File: config.mk
export PLATFORM = sky130hd
export DESIGN_NAME = pid_pwm_driver
export DESIGN_NICKNAME = d
export VERILOG_FILES = /design/src/rtl/pid_pwm_driver.sv
export SDC_FILE = /design/constraint.sdc
export NUM_CORES = 1
export LEC_CHECK = 0
export BUFFER_PORTS_ARGS = -buffer_cell sky130_fd_sc_hd__buf_4
export CAP_MARGIN = 20
export CORE_MARGIN = 4
export CORE_UTILIZATION = 50
export CTS_CLUSTER_DIAMETER = 40
export CTS_CLUSTER_SIZE = 20
export DETAILED_ROUTE_END_ITERATION = 7
export PLACE_DENSITY = 0.74
export SLEW_MARGIN = 5
export SYNTH_ARGS = -nofsm -noshare
export SYNTH_HDL_FRONTEND = slang
export SYNTH_SLANG_ARGS = --single-unit
export TNS_END_PERCENT = 1
File: constraint.sdc
create_clock -name clk -period 2 [get_ports clk]
set_input_delay 0.3 -clock clk [delete_from_list [all_inputs] [get_ports clk]]
set_output_delay 0.3 -clock clk [all_outputs]
set_load 0.005 [all_outputs]
File: src/rtl/pid_pwm_driver.sv
// PWM back-end for a PID loop: handshake-fed shadow duty, period-aligned duty update, saturation flag.
// Optional complementary dead-time insertion is compiled in with macro PID_PWM_DEADTIME_EN.
module pid_pwm_driver #(
  parameter int CNT_W  = 8,
  parameter int PERIOD = 100
`ifdef PID_PWM_DEADTIME_EN
  ,
  parameter int DT     = 3
`endif
) (
  input  logic        clk,
  input  logic        rst,
  input  logic        en,
  input  logic [15:0] ctrl_data,
  input  logic        ctrl_valid,
  output logic        ctrl_ready,
  output logic        pwm_h,
  output logic        pwm_l,
  output logic        period_start,
  output logic        sat
);

  localparam logic [CNT_W-1:0]  LAST_C   = CNT_W'(PERIOD - 1);
  localparam logic [CNT_W-1:0]  PERIOD_C = CNT_W'(PERIOD);
  localparam logic [CNT_W-1:0]  ONE_C    = CNT_W'(1);
  localparam logic signed [16:0] PERIOD_S = 17'(PERIOD);

  // Returns {clipped, value} with value limited to 0..PERIOD.
  function automatic logic [CNT_W:0] clip_sample(input logic [15:0] d);
    logic signed [16:0] v;
    v = {d[15], d};
    if (v < 17'sd0) begin
      clip_sample = {1'b1, {CNT_W{1'b0}}};
    end else if (v > PERIOD_S) begin
      clip_sample = {1'b1, PERIOD_C};
    end else begin
      clip_sample = {1'b0, d[CNT_W-1:0]};
    end
  endfunction

  logic [CNT_W-1:0] cnt_r;
  logic [CNT_W-1:0] duty_r;
  logic [CNT_W-1:0] shadow_r;
  logic             pending_r;
  logic             sat_r;
  logic             run_r;
  logic             pwm_h_r;
  logic             pwm_l_r;

  logic             accept_s;
  logic             first_s;
  logic             wrap_s;
  logic             load_s;
  logic [CNT_W-1:0] duty_use_s;
  logic             raw_s;
  logic [CNT_W:0]   clip_s;

  // The first enabled cycle after a stop already runs on a pending shadow value.
  assign accept_s   = ctrl_valid && !pending_r;
  assign first_s    = en && !run_r;
  assign wrap_s     = en && (cnt_r == LAST_C);
  assign load_s     = pending_r && (wrap_s || first_s);
  assign duty_use_s = (first_s && pending_r) ? shadow_r : duty_r;
  assign raw_s      = (cnt_r < duty_use_s);
  assign clip_s     = clip_sample(ctrl_data);

  // Period counter, shadow/active duty registers and input handshake state.
  always_ff @(posedge clk or posedge rst) begin
    if (rst) begin
      cnt_r     <= '0;
      duty_r    <= '0;
      shadow_r  <= '0;
      pending_r <= 1'b0;
      sat_r     <= 1'b0;
      run_r     <= 1'b0;
    end else begin
      run_r <= en;
      if (en) begin
        cnt_r <= wrap_s ? '0 : cnt_r + ONE_C;
      end else begin
        cnt_r <= '0;
      end
      if (load_s) begin
        duty_r <= shadow_r;
      end
      if (accept_s) begin
        shadow_r  <= clip_s[CNT_W-1:0];
        sat_r     <= clip_s[CNT_W];
        pending_r <= 1'b1;
      end else if (load_s) begin
        pending_r <= 1'b0;
      end
    end
  end

`ifdef PID_PWM_DEADTIME_EN
  localparam logic [3:0] DT_C = 4'(DT);

  // Saturating run-length counter; only needs to reach DT.
  function automatic logic [3:0] run_inc(input logic [3:0] r);
    if (r >= DT_C) begin
      run_inc = r;
    end else begin
      run_inc = r + 4'd1;
    end
  endfunction

  logic [3:0] hi_run_r;
  logic [3:0] lo_run_r;

  // An output rises only after its phase of pwm_raw has lasted DT previous clocks.
  always_ff @(posedge clk or posedge rst) begin
    if (rst) begin
      hi_run_r <= 4'd0;
      lo_run_r <= 4'd0;
      pwm_h_r  <= 1'b0;
      pwm_l_r  <= 1'b0;
    end else if (!en) begin
      hi_run_r <= 4'd0;
      lo_run_r <= 4'd0;
      pwm_h_r  <= 1'b0;
      pwm_l_r  <= 1'b0;
    end else begin
      pwm_h_r  <= raw_s && (hi_run_r >= DT_C);
      pwm_l_r  <= !raw_s && (lo_run_r >= DT_C);
      hi_run_r <= raw_s ? run_inc(hi_run_r) : 4'd0;
      lo_run_r <= raw_s ? 4'd0 : run_inc(lo_run_r);
    end
  end
`else
  // Complementary outputs registered one clock after the deciding count.
  always_ff @(posedge clk or posedge rst) begin
    if (rst) begin
      pwm_h_r <= 1'b0;
      pwm_l_r <= 1'b0;
    end else if (en) begin
      pwm_h_r <= raw_s;
      pwm_l_r <= !raw_s;
    end else begin
      pwm_h_r <= 1'b0;
      pwm_l_r <= 1'b0;
    end
  end
`endif

  assign ctrl_ready   = !pending_r;
  assign pwm_h        = pwm_h_r;
  assign pwm_l        = pwm_l_r;
  assign sat          = sat_r;
  assign period_start = en && !rst && (cnt_r == '0);

endmodule

; ---- After elaboration in Yosys (flattened, before gate mapping)
; Cells that the tools add are included.
; W data, S select, Z words.
[op_classes]
add_sub_neg = 1
n_mul = 0
div_mod_pow = 0
magnitude_cmp = 3
n_eq_ne = 1
n_shift = 0
muxes = 9
n_bitwise = 0
n_reduce_logical = 14
[op_table]
columns = cell, n
row1 = $mux W8, 3
row2 = $mux W9, 2
row3 = $gt A16 B8 Y1 const B, 1
row4 = $lt A16 B1 Y1 const B, 1
row5 = $add A8 B1 Y8 const B, 1
row6 = $eq A8 B7 Y1 const B, 1
row7 = $logic_not A8 Y1, 1
row8 = $lt A8 B8 Y1, 1
row9 = $logic_and A1 B1 Y1, 7
row10 = $logic_not A1 Y1, 4
row11 = $mux W1, 4
row12 = $reduce_bool A2 Y1, 1
row13 = $logic_or A1 B1 Y1, 1
[word_totals]
regBits = 29
latchBits = 0
mem_bits_rw = 0
romBits = 0
inputBits = 20
out_inout_bits = 5
wordCells = 36
mem_count = 0

; ---- Logic depth before layout (Yosys ltp)
[depth]
word_depth = 7
depth_mapped = 7
mapped_depth_nobuf = 6

; ---- Worst setup path before layout
; No wires, ideal clock.
[synth_timing]
path_kind = reg-to-reg
start = register pending_r
end = register pwm_l_r, in the netlist pwm_l
setup_ns = 0.124
t_arrival_ns = 1.563
t_required_ns = 1.876
setup_slack_ns = 0.313
stages_incl_launch_ff = 8
n_path_buf = 1
period_less_slack_ns = 1.687
path_cell_list = dfrtp_1 -> nand3b_1 -> buf_6 -> mux2i_1 -> ha_1 -> a21oi_1 -> o21ai_0 -> o31a_1
[synth_via]
elab_chain_len = 5
[synth_rtl]
columns = item, line
row1 = "start, declared", 44  ; logic pending_r;
row2 = "start signal, assigned", 73  ; pending_r <= 1'b0;
row3 = "start signal, assigned", 89  ; pending_r <= 1'b1;
row4 = "start signal, assigned", 91  ; pending_r <= 1'b0;
row5 = $logic_and A1 B1 Y1, 63  ; assign duty_use_s = (first_s && pending_r) ? shadow_r : duty_r;
row6 = $mux W8, 63
row7 = $lt A8 B8 Y1, 64  ; assign raw_s = (cnt_r < duty_use_s);
row8 = $logic_not A1 Y1, 138  ; pwm_l_r <= !raw_s;
row9 = $mux W1, 136  ; end else if (en) begin
row10 = "end signal, assigned", 138
row11 = "end, declared", 48  ; logic pwm_l_r;
; Every way passes these cells.
; A chain may end at the register's enable or synchronous reset.

; ---- Worst setup path after layout
; Ends and elaborated chain as after synthesis.

==> out/qor.yml <==
status: "completed"
post-dp-hpwl_mm: 2.31
yosysSeqAreaShare_pct: 48.9
dr.pass1.iters: 3
fin_crit_sh_pct: 93.7
cts_root_buffer: "clkbuf_4"
cp.required_ns: 2.21
ys_ff_latch: 29
regArea_um2: 726
dpl_cell_area_um2: 1730
drt-met1-wl_mm: 1.15
synth_area_leaders: "dfrtp_1 (49%), ha_1 (7.6%), mux2_2 (6.1%)"
final_antenna_net_count: 0
vias_per_cell: 5.53
wl_met3_um: 139
clockBufferDepth: 2
clock.fmax_mhz: 534
drc: 0
routed_wire_length_per_instance_um: 14.1
end_kind: "flop"
synth_cells: 131
chipHeight_um: 62.5
synth_warnings: 0
clock-sinks: 29
path_class: "reg -> reg"
gp_congestion: 0.805
min_period_ns: 1.87
ir_drop_mv: 0.487
synth_cell_types: 32
multi_input_area_um2: 719
yosysTopAreaCell: "dfrtp_1"
portBuffers: 24
r2r_cells: 7
antenna_found_initial: 0
slew_headroom_pct: 67.4
core_area_um2: 2810
fp-row-count: 19
fin_area_um2: 1800
worstSkewPairLatency_ns: 0.32
cp-start-kind: "flop"
final_hold_viol_count: 0
synth_area_um2: 1480
hp-class: "in -> async"
dieArea_um2: 3900
finalSetupTns_ns: 0
drt_iter0_drc: 44
ctsResizeCount: 0
p_per_area_nw_per_um2: 755
ctsHoldBuffers: 0
grt_pass1_wl_mm: 5.06
die_w_um: 62.5
grt_pass1_vias: 1183
n_fill_cell: 238
grt_max_degree: 18
overflow: 0
yosysTopAreaCellShare_pct: 48.9
synth_edf_count: 0
slew_violations: 0
leakagePower_nw: 0.906
synth.net_count: 160
setup_violations: 0
io_pins: 25
synth_common_cells: "dfrtp_1 (29), nor2_1 (15), nand2_1 (10), ha_1 (9), mux2_2 (8)"
area_delta_synth_final_pct: 21.5
clk_pin_slew_ns: 0.09
drive_above_1_share_pct: 32.1
worst_ep_arrival_time_ns: 2.08
start_util_pct: 52.9
max_cap_viol_count: 0
routed.top_layer: "met4"
wl_met2_mm: 1.46
synth_ff_type: "dfrtp_1"
cts_tree: "built"
tightest_slew_ns: 0.488
crit_fanout: 6
diodes: 0
power_w: 0.00136
clock_skew_ns: 0.00606
syn_area_per_cell_um2: 11.3
rsz0062_at_grt: "false"
nets: 197
cts-buffers-inserted: 5
async_flop_share_pct: 100
h-tree-depth: 2
synth.most_common_cell: "dfrtp_1"
track_usage_pct: 16.4
via_count: 1100
wirelength_mm: 2.80
[worst max-delay path, stage by stage, from the launching register on]
cell,delay (ns)
dfrtp_1,0.41
nand3b_1,0.09
buf_4,0.15
mux2i_1,0.25
ha_1,0.30
a21oi_1,0.16
a21oi_1,0.12
o31a_1,0.29
[cells by family after synthesis]
group                      share of synthesized area [%]
and+or+nand+nor                                     16.4
DFF                                                 48.9
AOI/OAI and AO/OA                                   9.20
muxes                                               11.8
adders and majority gates                           7.60
buffers and inverters                               2.53
xor gates and xnor gates                            3.54
[final cells by class]
type,count,share of cell area [%]
Clock buffer,7,3.06
Inverter,6,1.25
Multi-Input combinational cell,94,39.9
Sequential cell,29,40.3
Tap cell,31,2.15
Timing Repair Buffer,32,13.3
[report_power, final]
part           leakage (nW)  switching, W  internal [W]  total, W
Combinational         0.495      0.000142      0.000167  0.000309
Clock                0.0314      0.000186      0.000166  0.000352
Sequential            0.380     0.0000415      0.000658  0.000699
[per-layer routing]
metal  GRT usage, %  up-vias
met3           5.40        6
li1               -      541
met5              0        -
met2           29.3       25
met1           18.2      528
met4           5.79        0
[sequential cells by signal, indices dropped and copies added, names as in the netlist]
name / flops
cnt_r: 8
duty_r: 8
shadow_r: 8
pending_r: 1
pwm_h: 1
pwm_l: 1
run_r: 1
sat: 1
[metrics by stage]
step | instances | hold WS, ns | worst slack (ns) | util (%)
global placement | 190 | 0.349 | 0.104 | 61.7
floorplan | 131 | 0.331 | 0.313 | -
global route | 199 | 0.0273 | 0.0520 | 64.2
finish | 199 | 0.00570 | 0.127 | 64.2
CTS | 199 | 0.00736 | 0.131 | 64.2
detailed placement | 190 | 0.365 | -0.00777 | 61.7
[worst paths after layout]
kind	slack (ns)	end	from
max	0.13	pwm_l$_DFF_PP0_	pending_r$_DFFE_PP0P_
min	0.006	cnt_r[1]$_DFF_PP0_	rst
max reg2reg	0.13	pwm_l$_DFF_PP0_	pending_r$_DFFE_PP0P_
min reg2reg	0.51	shadow_r[6]$_DFFE_PP0P_	shadow_r[6]$_DFFE_PP0P_
max in group asynchronous	1.40	duty_r[5]$_DFFE_PP0P_	rst
min in group clk	0.19	shadow_r[6]$_DFFE_PP0P_	ctrl_data[15]
[placed cells by master (no fill, tap or decap)]
cell      count
a211oi_2      1
a21oi_1       6
a21oi_4       1
a22o_1        5
and2_1        1
and3_1        1
and3_2        2
buf_4        32
clkbuf_1      1
clkbuf_4      5
clkbuf_8      1
dfrtp_1      29
ha_1          9
inv_1         6
mux2_2        8
mux2_4        1
mux2i_1       7
nand2_1      10
nand3_1       5
nand3_2       1
nand3b_1      1
nand4_1       1
nor2_1       15
nor3_1        1
nor4_1        3
nor4_2        1
nor4_4        1
nor4b_1       1
o21ai_0       2
o31a_1        1
o31ai_1       2
or3_1         1
xnor2_1       4
xor2_1        2
[timing repair]
action,4_1_cts,5_1_grt
endpoints found under the hold margin,0,0
endpoints found under the setup margin,1,0
setup buffers,2,0
Note: power is estimated with default switching activity, not from simulation.
